$ cat src/rtl/cafe_dispense_ctrl_pkg.sv
// Shared types and recipe tables for the coffee dispense sequencer.
// Optional rinse phase is enabled with CAFE_LIMPIEZA_EN.
package cafe_pkg;

    typedef enum logic [2:0] {
        IDLE  = 3'd0,
        AGUA  = 3'd1,
        CAFE  = 3'd2,
        LECHE = 3'd3,
        CHOCO = 3'd4,
        FIN   = 3'd5,
        RINSE = 3'd6
    } fase_t;

    typedef logic [1:0] tipo_t;

    localparam int NUM_FASES = 4;

    localparam int VALV_AGUA  = 0;
    localparam int VALV_CAFE  = 1;
    localparam int VALV_LECHE = 2;
    localparam int VALV_CHOCO = 3;

    localparam int ESPRESSO_AGUA  = 3;
    localparam int ESPRESSO_CAFE  = 2;
    localparam int ESPRESSO_LECHE = 0;
    localparam int ESPRESSO_CHOCO = 0;

    localparam int AMERICANO_AGUA  = 6;
    localparam int AMERICANO_CAFE  = 2;
    localparam int AMERICANO_LECHE = 0;
    localparam int AMERICANO_CHOCO = 0;

    localparam int CAPUCHINO_AGUA  = 3;
    localparam int CAPUCHINO_CAFE  = 2;
    localparam int CAPUCHINO_LECHE = 4;
    localparam int CAPUCHINO_CHOCO = 0;

    localparam int MOCACCINO_AGUA  = 3;
    localparam int MOCACCINO_CAFE  = 2;
    localparam int MOCACCINO_LECHE = 2;
    localparam int MOCACCINO_CHOCO = 3;

    // Rows indexed by tipo, columns by phase order agua/cafe/leche/choco.
    localparam int RECETA [4][NUM_FASES] = '{
        '{ESPRESSO_AGUA,  ESPRESSO_CAFE,  ESPRESSO_LECHE,  ESPRESSO_CHOCO},
        '{AMERICANO_AGUA, AMERICANO_CAFE, AMERICANO_LECHE, AMERICANO_CHOCO},
        '{CAPUCHINO_AGUA, CAPUCHINO_CAFE, CAPUCHINO_LECHE, CAPUCHINO_CHOCO},
        '{MOCACCINO_AGUA, MOCACCINO_CAFE, MOCACCINO_LECHE, MOCACCINO_CHOCO}
    };

    function automatic fase_t fase_de_idx(input int i);
        return fase_t'(3'(i + 1));
    endfunction

endpackage

$ cat src/rtl/cafe_dispense_ctrl_if.sv
// Handshake/status bundle between the payment/tick logic and the dispense sequencer.
interface cafe_dispense_ctrl_if #(parameter int SEG_W = 4);
    import cafe_pkg::*;

    logic             tick_1hz;
    logic             start;
    tipo_t            tipo_cafe;
    logic             cancelar;
    logic             busy;
    logic             done;
    logic             abortado;
    logic [3:0]       valvulas;
    fase_t            fase;
    logic [SEG_W-1:0] seg_restantes;

    modport master (
        output tick_1hz, start, tipo_cafe, cancelar,
        input  busy, done, abortado, valvulas, fase, seg_restantes
    );

    modport slave (
        input  tick_1hz, start, tipo_cafe, cancelar,
        output busy, done, abortado, valvulas, fase, seg_restantes
    );

endinterface

$ cat src/rtl/cafe_dispense_ctrl_receta_rom.sv
// Combinational recipe lookup: (coffee type, phase) -> phase duration in seconds.
module cafe_receta_rom
    import cafe_pkg::*;
#(
    parameter int SEG_W = 4
) (
    input  tipo_t            tipo_i,
    input  fase_t            fase_i,
    output logic [SEG_W-1:0] dur_o
);

    always_comb begin
        dur_o = '0;
        case (fase_i)
            AGUA:    dur_o = SEG_W'(RECETA[tipo_i][0]);
            CAFE:    dur_o = SEG_W'(RECETA[tipo_i][1]);
            LECHE:   dur_o = SEG_W'(RECETA[tipo_i][2]);
            CHOCO:   dur_o = SEG_W'(RECETA[tipo_i][3]);
            default: dur_o = '0;
        endcase
    end

endmodule

$ cat src/rtl/cafe_dispense_ctrl.sv
// Dispense sequencer: walks agua/cafe/leche/choco valves on a 1 Hz tick, with cancel.
// Define CAFE_LIMPIEZA_EN to append a rinse phase (valve agua, RINSE_SEG ticks) before FIN.
module cafe_dispense_ctrl
    import cafe_pkg::*;
#(
    parameter int SEG_W = 4
`ifdef CAFE_LIMPIEZA_EN
    ,
    parameter int RINSE_SEG = 2
`endif
) (
    input logic                  clockFPGA,
    input logic                  reset,
    cafe_dispense_ctrl_if.slave  bus
);

    fase_t            st_q, st_d;
    tipo_t            tipo_q, tipo_d;
    logic [SEG_W-1:0] cnt_q, cnt_d;
    logic [3:0]       valv_q, valv_d;
    logic             abort_q, abort_d;

    tipo_t                             tipo_sel;
    logic [NUM_FASES-1:0][SEG_W-1:0]   dur;
    int                                cur;
    fase_t                             nxt_fase;
    logic [SEG_W-1:0]                  nxt_dur;

    // In IDLE the recipe is looked up from the incoming type so the first phase loads directly.
    assign tipo_sel = (st_q == IDLE) ? bus.tipo_cafe : tipo_q;

    for (genvar g = 0; g < NUM_FASES; g++) begin : g_rom
        cafe_receta_rom #(.SEG_W(SEG_W)) u_rom (
            .tipo_i (tipo_sel),
            .fase_i (fase_de_idx(g)),
            .dur_o  (dur[g])
        );
    end

    always_comb begin
        cur = -1;
        if (st_q inside {AGUA, CAFE, LECHE, CHOCO}) cur = int'(st_q) - 1;
    end

    // First later phase with a nonzero duration; falls back to rinse/FIN.
    always_comb begin
        nxt_fase = FIN;
        nxt_dur  = '0;
`ifdef CAFE_LIMPIEZA_EN
        if (RINSE_SEG > 0) begin
            nxt_fase = RINSE;
            nxt_dur  = SEG_W'(RINSE_SEG);
        end
`endif
        for (int j = NUM_FASES - 1; j >= 0; j--) begin
            if (j > cur && dur[j] != '0) begin
                nxt_fase = fase_de_idx(j);
                nxt_dur  = dur[j];
            end
        end
    end

    always_comb begin
        st_d    = st_q;
        tipo_d  = tipo_q;
        cnt_d   = cnt_q;
        abort_d = 1'b0;
        unique case (st_q)
            IDLE: begin
                if (bus.start && !bus.cancelar) begin
                    tipo_d = bus.tipo_cafe;
                    st_d   = nxt_fase;
                    cnt_d  = nxt_dur;
                end
            end
            AGUA, CAFE, LECHE, CHOCO: begin
                if (bus.cancelar) begin
                    st_d    = IDLE;
                    cnt_d   = '0;
                    abort_d = 1'b1;
                end else if (bus.tick_1hz) begin
                    if (cnt_q > SEG_W'(1)) begin
                        cnt_d = cnt_q - SEG_W'(1);
                    end else begin
                        st_d  = nxt_fase;
                        cnt_d = nxt_dur;
                    end
                end
            end
`ifdef CAFE_LIMPIEZA_EN
            RINSE: begin
                if (bus.cancelar) begin
                    st_d    = IDLE;
                    cnt_d   = '0;
                    abort_d = 1'b1;
                end else if (bus.tick_1hz) begin
                    if (cnt_q > SEG_W'(1)) begin
                        cnt_d = cnt_q - SEG_W'(1);
                    end else begin
                        st_d  = FIN;
                        cnt_d = '0;
                    end
                end
            end
`endif
            FIN: begin
                st_d  = IDLE;
                cnt_d = '0;
            end
            default: begin
                st_d  = IDLE;
                cnt_d = '0;
            end
        endcase
    end

    // Valves are decoded from the next state so they change on the same edge as the FSM.
    always_comb begin
        valv_d = '0;
        case (st_d)
            AGUA:    valv_d[VALV_AGUA]  = 1'b1;
            CAFE:    valv_d[VALV_CAFE]  = 1'b1;
            LECHE:   valv_d[VALV_LECHE] = 1'b1;
            CHOCO:   valv_d[VALV_CHOCO] = 1'b1;
`ifdef CAFE_LIMPIEZA_EN
            RINSE:   valv_d[VALV_AGUA]  = 1'b1;
`endif
            default: valv_d = '0;
        endcase
    end

    always_ff @(posedge clockFPGA or negedge reset) begin
        if (!reset) begin
            st_q    <= IDLE;
            tipo_q  <= '0;
            cnt_q   <= '0;
            valv_q  <= '0;
            abort_q <= 1'b0;
        end else begin
            st_q    <= st_d;
            tipo_q  <= tipo_d;
            cnt_q   <= cnt_d;
            valv_q  <= valv_d;
            abort_q <= abort_d;
        end
    end

    assign bus.busy          = (st_q != IDLE);
    assign bus.done          = (st_q == FIN);
    assign bus.abortado      = abort_q;
    assign bus.valvulas      = valv_q;
    assign bus.fase          = st_q;
    assign bus.seg_restantes = (st_q == IDLE || st_q == FIN) ? '0 : cnt_q;

endmodule

$ cat src/flat_wrapper.sv
// flat-port wrapper written by rule: the top's interface ports become plain ports
module cafe_dispense_ctrl_flat import cafe_pkg::*;
#(
    parameter int SEG_W = 4

)
  (clockFPGA, reset, bus_tick_1hz, bus_start, bus_tipo_cafe, bus_cancelar, bus_busy, bus_done, bus_abortado, bus_valvulas, bus_fase, bus_seg_restantes);
  cafe_dispense_ctrl_if #(.SEG_W(SEG_W)) bus_i ();
  input logic clockFPGA;
  input logic reset;
  input wire logic [$bits(bus_i.tick_1hz)-1:0] bus_tick_1hz;
  input wire logic [$bits(bus_i.start)-1:0] bus_start;
  input wire logic [$bits(bus_i.tipo_cafe)-1:0] bus_tipo_cafe;
  input wire logic [$bits(bus_i.cancelar)-1:0] bus_cancelar;
  output wire logic [$bits(bus_i.busy)-1:0] bus_busy;
  output wire logic [$bits(bus_i.done)-1:0] bus_done;
  output wire logic [$bits(bus_i.abortado)-1:0] bus_abortado;
  output wire logic [$bits(bus_i.valvulas)-1:0] bus_valvulas;
  output wire logic [$bits(bus_i.fase)-1:0] bus_fase;
  output wire logic [$bits(bus_i.seg_restantes)-1:0] bus_seg_restantes;
  assign bus_i.tick_1hz = bus_tick_1hz;
  assign bus_i.start = bus_start;
  assign bus_i.tipo_cafe = bus_tipo_cafe;
  assign bus_i.cancelar = bus_cancelar;
  assign bus_busy = bus_i.busy;
  assign bus_done = bus_i.done;
  assign bus_abortado = bus_i.abortado;
  assign bus_valvulas = bus_i.valvulas;
  assign bus_fase = bus_i.fase;
  assign bus_seg_restantes = bus_i.seg_restantes;
  cafe_dispense_ctrl #(.SEG_W(SEG_W)) u_core (.clockFPGA(clockFPGA), .reset(reset), .bus(bus_i));
endmodule
$ cat config.mk
export PLATFORM = sky130hd
export DESIGN_NAME = cafe_dispense_ctrl_flat
export DESIGN_NICKNAME = d
export VERILOG_FILES = /design/src/rtl/cafe_dispense_ctrl_pkg.sv /design/src/rtl/cafe_dispense_ctrl_if.sv /design/src/rtl/cafe_dispense_ctrl_receta_rom.sv /design/src/rtl/cafe_dispense_ctrl.sv /design/src/flat_wrapper.sv
export SDC_FILE = /design/constraint.sdc
export NUM_CORES = 1
export LEC_CHECK = 0
export BUFFER_PORTS_ARGS = -buffer_cell sky130_fd_sc_hd__buf_2
export CORE_MARGIN = 5
export CORE_UTILIZATION = 50
export CTS_CLUSTER_SIZE = 10
export DETAILED_ROUTE_END_ITERATION = 12
export PLACE_DENSITY = 0.73
export SLEW_MARGIN = 20
export SYNTH_ARGS = -nofsm -noshare
export SYNTH_HDL_FRONTEND = slang
export SYNTH_SLANG_ARGS = --single-unit
export TNS_END_PERCENT = 1
$ cat constraint.sdc
create_clock -name clockFPGA -period 4.55 [get_ports clockFPGA]
set_input_delay 0.2275 -clock clockFPGA [delete_from_list [all_inputs] [get_ports clockFPGA]]
set_output_delay 0.2275 -clock clockFPGA [all_outputs]
set_load 0.02 [all_outputs]
==> results.md <==
- Post-CTS Setup Inserts: 0
- Clk sinks: 14
- Worst endpoint data arrival time: 2500 ps
- Reg2Reg Setup Slack: 2200 ps
- Switching Share: 51.2%
- Final setup viols: 0
- Port-buffer cells: 20
- #FFs+latches synth: 14
- Vias: 968
- Worst-case reg-to-reg path depth: 8
- Leak: 0.563 nW
- Pre-antenna DRT Iters: 4
- Placement Setup Slack: 2250 ps
- Clk_lat worst skew: 280 ps
- Antenna Cells: 0
- Final min period: 2350 ps
- WL per Instance: 15.2 um
- Avg Cell Area, Syn: 9.44 um^2
- Setup TNS: 0 ps
- Synth Area in Compound Gates: 26.4%
- CP required: 4700 ps
- P&R area growth vs syn: 13.1%
- Sequential area share after synthesis: 32.3%
- Die Wd: 56.6 um
- Final Hold Fails: 0
- F_max: 426 MHz
- DRC Markers: 0
- Synth Area in Simple Gates: 22.6%
- Unrepaired setup endpoints after global routing: false
- Initial antenna violation count: 0
- Worst vdd ir: 406 uV
- Total CTS buffers: 3
- P_sw: 0.450 mW
- Global Route Usage Sum: 17.2%
- Final slew viol count: 0
- Vias/cell: 5.94
- Reg clk slew, reported paths: 80 ps
- HPWL Detailed: 2.01 mm
- Total Wirelength: 2.47 mm
- Number of synthesized flops with an enable pin: 0
- Fin area: 1230 um^2
- Cell Area, Synth: 1090 um^2
- Status: finished clean
- First-pass GRT wire length: 4.27 mm
- DIE AREA: 3200 um^2
- Die outline height: 56.6 um
- Worst-margin pin slew: 409 ps
- Synth Area in XOR/XNOR: 0.806%
- Layout cells sized above 1: 30.1%
- Max-slew headroom: 72.5%
- Post-synthesis mux area share: 4.03%
- CP Capture Point: u_core.cnt_q[1]$_DFFE_PN0P_
- Gr ovfl total: 0
- Vias in the first global route: 903
- H-Tree Depth: 1
- Max-cap violations: 0
- Starting Density: 53.7%
- Final Cycle Share: 51.6%
- Crit path launch type: register
- Worst setup margin: 2200 ps
- CTS tree: done
- Clk network pwr share: 7.9%
- Clock Path Buffers: 2
- Largest net degree at the start of global routing: 15
- Worst reg2reg startpoint: u_core.bus.fase[0]$_DFF_PN0_
- Synthesis warning total: 0
- Crit Path Class: register to register
- Worst r2r dst: u_core.cnt_q[1]$_DFFE_PN0P_
- Final antenna-violating net count: 0
- # IOs: 21
- Largest family of logic cells by synthesized area: compound AO/OA/AOI/OAI gates
- Power density over cell area: 716 nW/um^2
- Gate power share: 66.3%
- Final net count: 152
- Flop pwr share: 25.8%
- Max FO, Critical Path: 11
- Initial DRC Count: 34
- Top_reg_cell synth: dfrtp_1
- Post-Synth Adder-Cell Area: 8.99%
- Asr flop ratio synth: 100%
- Num rows: 16
- Fillers: 177
- Syn nets: 129
- Placed inst area: 1200 um^2
- Root Buffer: clkbuf_4
- Int Power: 0.429 mW
- Placer Congestion: 0.982
- Crit path from: u_core.bus.fase[0]$_DFF_PN0_
- Tightest hold margin: 209 ps
- Cells after Synth: 115
- Setup crit end kind: register
- Tightest Hold Check Type: input port to register
- Distinct cells, synth: 45
- Clk_skew: 0.681 ps
- Core area: 2020 um^2
power groups by stage:
| stage | clock network, mW | registers, mW | logic (mW) |
|---|---|---|---|
| 4_1_cts | 0.0717 | 0.225 | 0.584 |
| 5_1_grt | 0.0786 | 0.232 | 0.650 |
| 6_report | 0.0695 | 0.227 | 0.584 |
| 2_1_floorplan | 0 | 0.227 | 0.455 |
| 3_5_place_dp | 0 | 0.228 | 0.581 |
| 3_3_place_gp | 0 | 0.226 | 0.573 |
layout make-up:
| class | instances | area, um^2 | share of cell area (%) |
|---|---|---|---|
| multi-input cells | 90 | 682 | 55.5 |
| inverters | 8 | 30.0 | 2.44 |
| repair buffers | 21 | 110 | 8.96 |
| well taps | 27 | 33.8 | 2.75 |
| flip-flops and latches | 14 | 350 | 28.5 |
| clock buffers | 3 | 22.5 | 1.83 |
kinds of logic (layout without fill, tap and decap cells):
logic type	Yosys count	after routing
AND/OR/NAND/NOR	43	43
AO/OA/AOI/OAI	34	34
flip-flops	14	14
buffers and inverters	11	32
adder cells (fa/ha/maj)	8	8
multiplexers	4	4
XOR/XNOR	1	1
metrics by stage:
step | utilization [%] | power (mW) | cells
after floorplan | - | 0.682 | 115
after global placement | 59.2 | 0.799 | 159
after detailed placement | 59.2 | 0.809 | 159
after CTS | 60.8 | 0.881 | 163
after global routing | 60.8 | 0.960 | 163
final | 60.8 | 0.880 | 163
per-layer routing:
layer  GRT usage [%]  share of wire (%)  vias to the layer above
li1                -                  -                      474
met1            23.7                 47                      453
met2            25.9                 44                       36
met3            2.06                5.9                        5
met4            9.15                2.2                        0
met5               0                  0                        -
worst min-delay path by stage:
stage / startpoint / to / slack (ps) / cells after the start
2_1_floorplan: reset / u_core.bus.abortado$_DFF_PN0_ / -70 / 0
3_3_place_gp: reset / u_core.bus.valvulas[1]$_DFF_PN0_ / 130 / 1
3_5_place_dp: reset / u_core.bus.valvulas[1]$_DFF_PN0_ / 140 / 1
4_1_cts: bus_tipo_cafe[1] / u_core.tipo_q[1]$_DFFE_PN0P_ / 200 / 2
5_1_grt: bus_tipo_cafe[1] / u_core.tipo_q[1]$_DFFE_PN0P_ / 220 / 2
6_report: bus_tipo_cafe[1] / u_core.tipo_q[1]$_DFFE_PN0P_ / 210 / 2
sequential cells by signal, summed over array words and instances (netlist names):
signal / cells
u_core.bus.valvulas: 4
u_core.cnt_q: 4
u_core.bus.fase: 3
u_core.tipo_q: 2
u_core.bus.abortado: 1
cells in the mapped netlist (2+ instances only):
master     number  area (um^2)
o21ai_0         4         20.0
dfrtp_1        14          350
or2_2           3         18.8
mux2_2          3         33.8
o221ai_1        2         17.5
inv_1           7         26.3
o2111ai_1       5         43.8
nand3_1         2         10.0
nor3_1          6         30.0
nor2_1         11         41.3
nand2_1         9         33.8
and2_1          2         12.5
a21oi_1         4         20.0
ha_1            7         87.6
a21o_1          4         30.0
o22ai_1         3         18.8
repair_timing:
item                      CTS  global route
hold buffers                1             0
resized for setup           0             0
hold endpoints to repair   14             0
critical path, cell delays in order (launching register included):
cell      delay, ps
dfrtp_1         560
inv_1           110
ha_1            270
ha_1            330
nand3_1         140
o21ai_0         120
maj3_1          370
a21oi_1         170
o221ai_1        120
cell usage in the layout, fill, tap and decap left out, types with 2 or more instances in the layout:
cell / instances
or2_2: 3
nor2_1: 11
nand3_1: 2
and2_1: 2
ha_1: 7
mux2_2: 3
a21oi_1: 4
nor3_1: 6
inv_1: 7
o2111ai_1: 5
nand2_1: 9
o21ai_0: 4
o221ai_1: 2
clkbuf_4: 3
o22ai_1: 3
dfrtp_1: 14
a21o_1: 4
buf_2: 20
No activity file was read; power rests on OpenSTA's default activity.
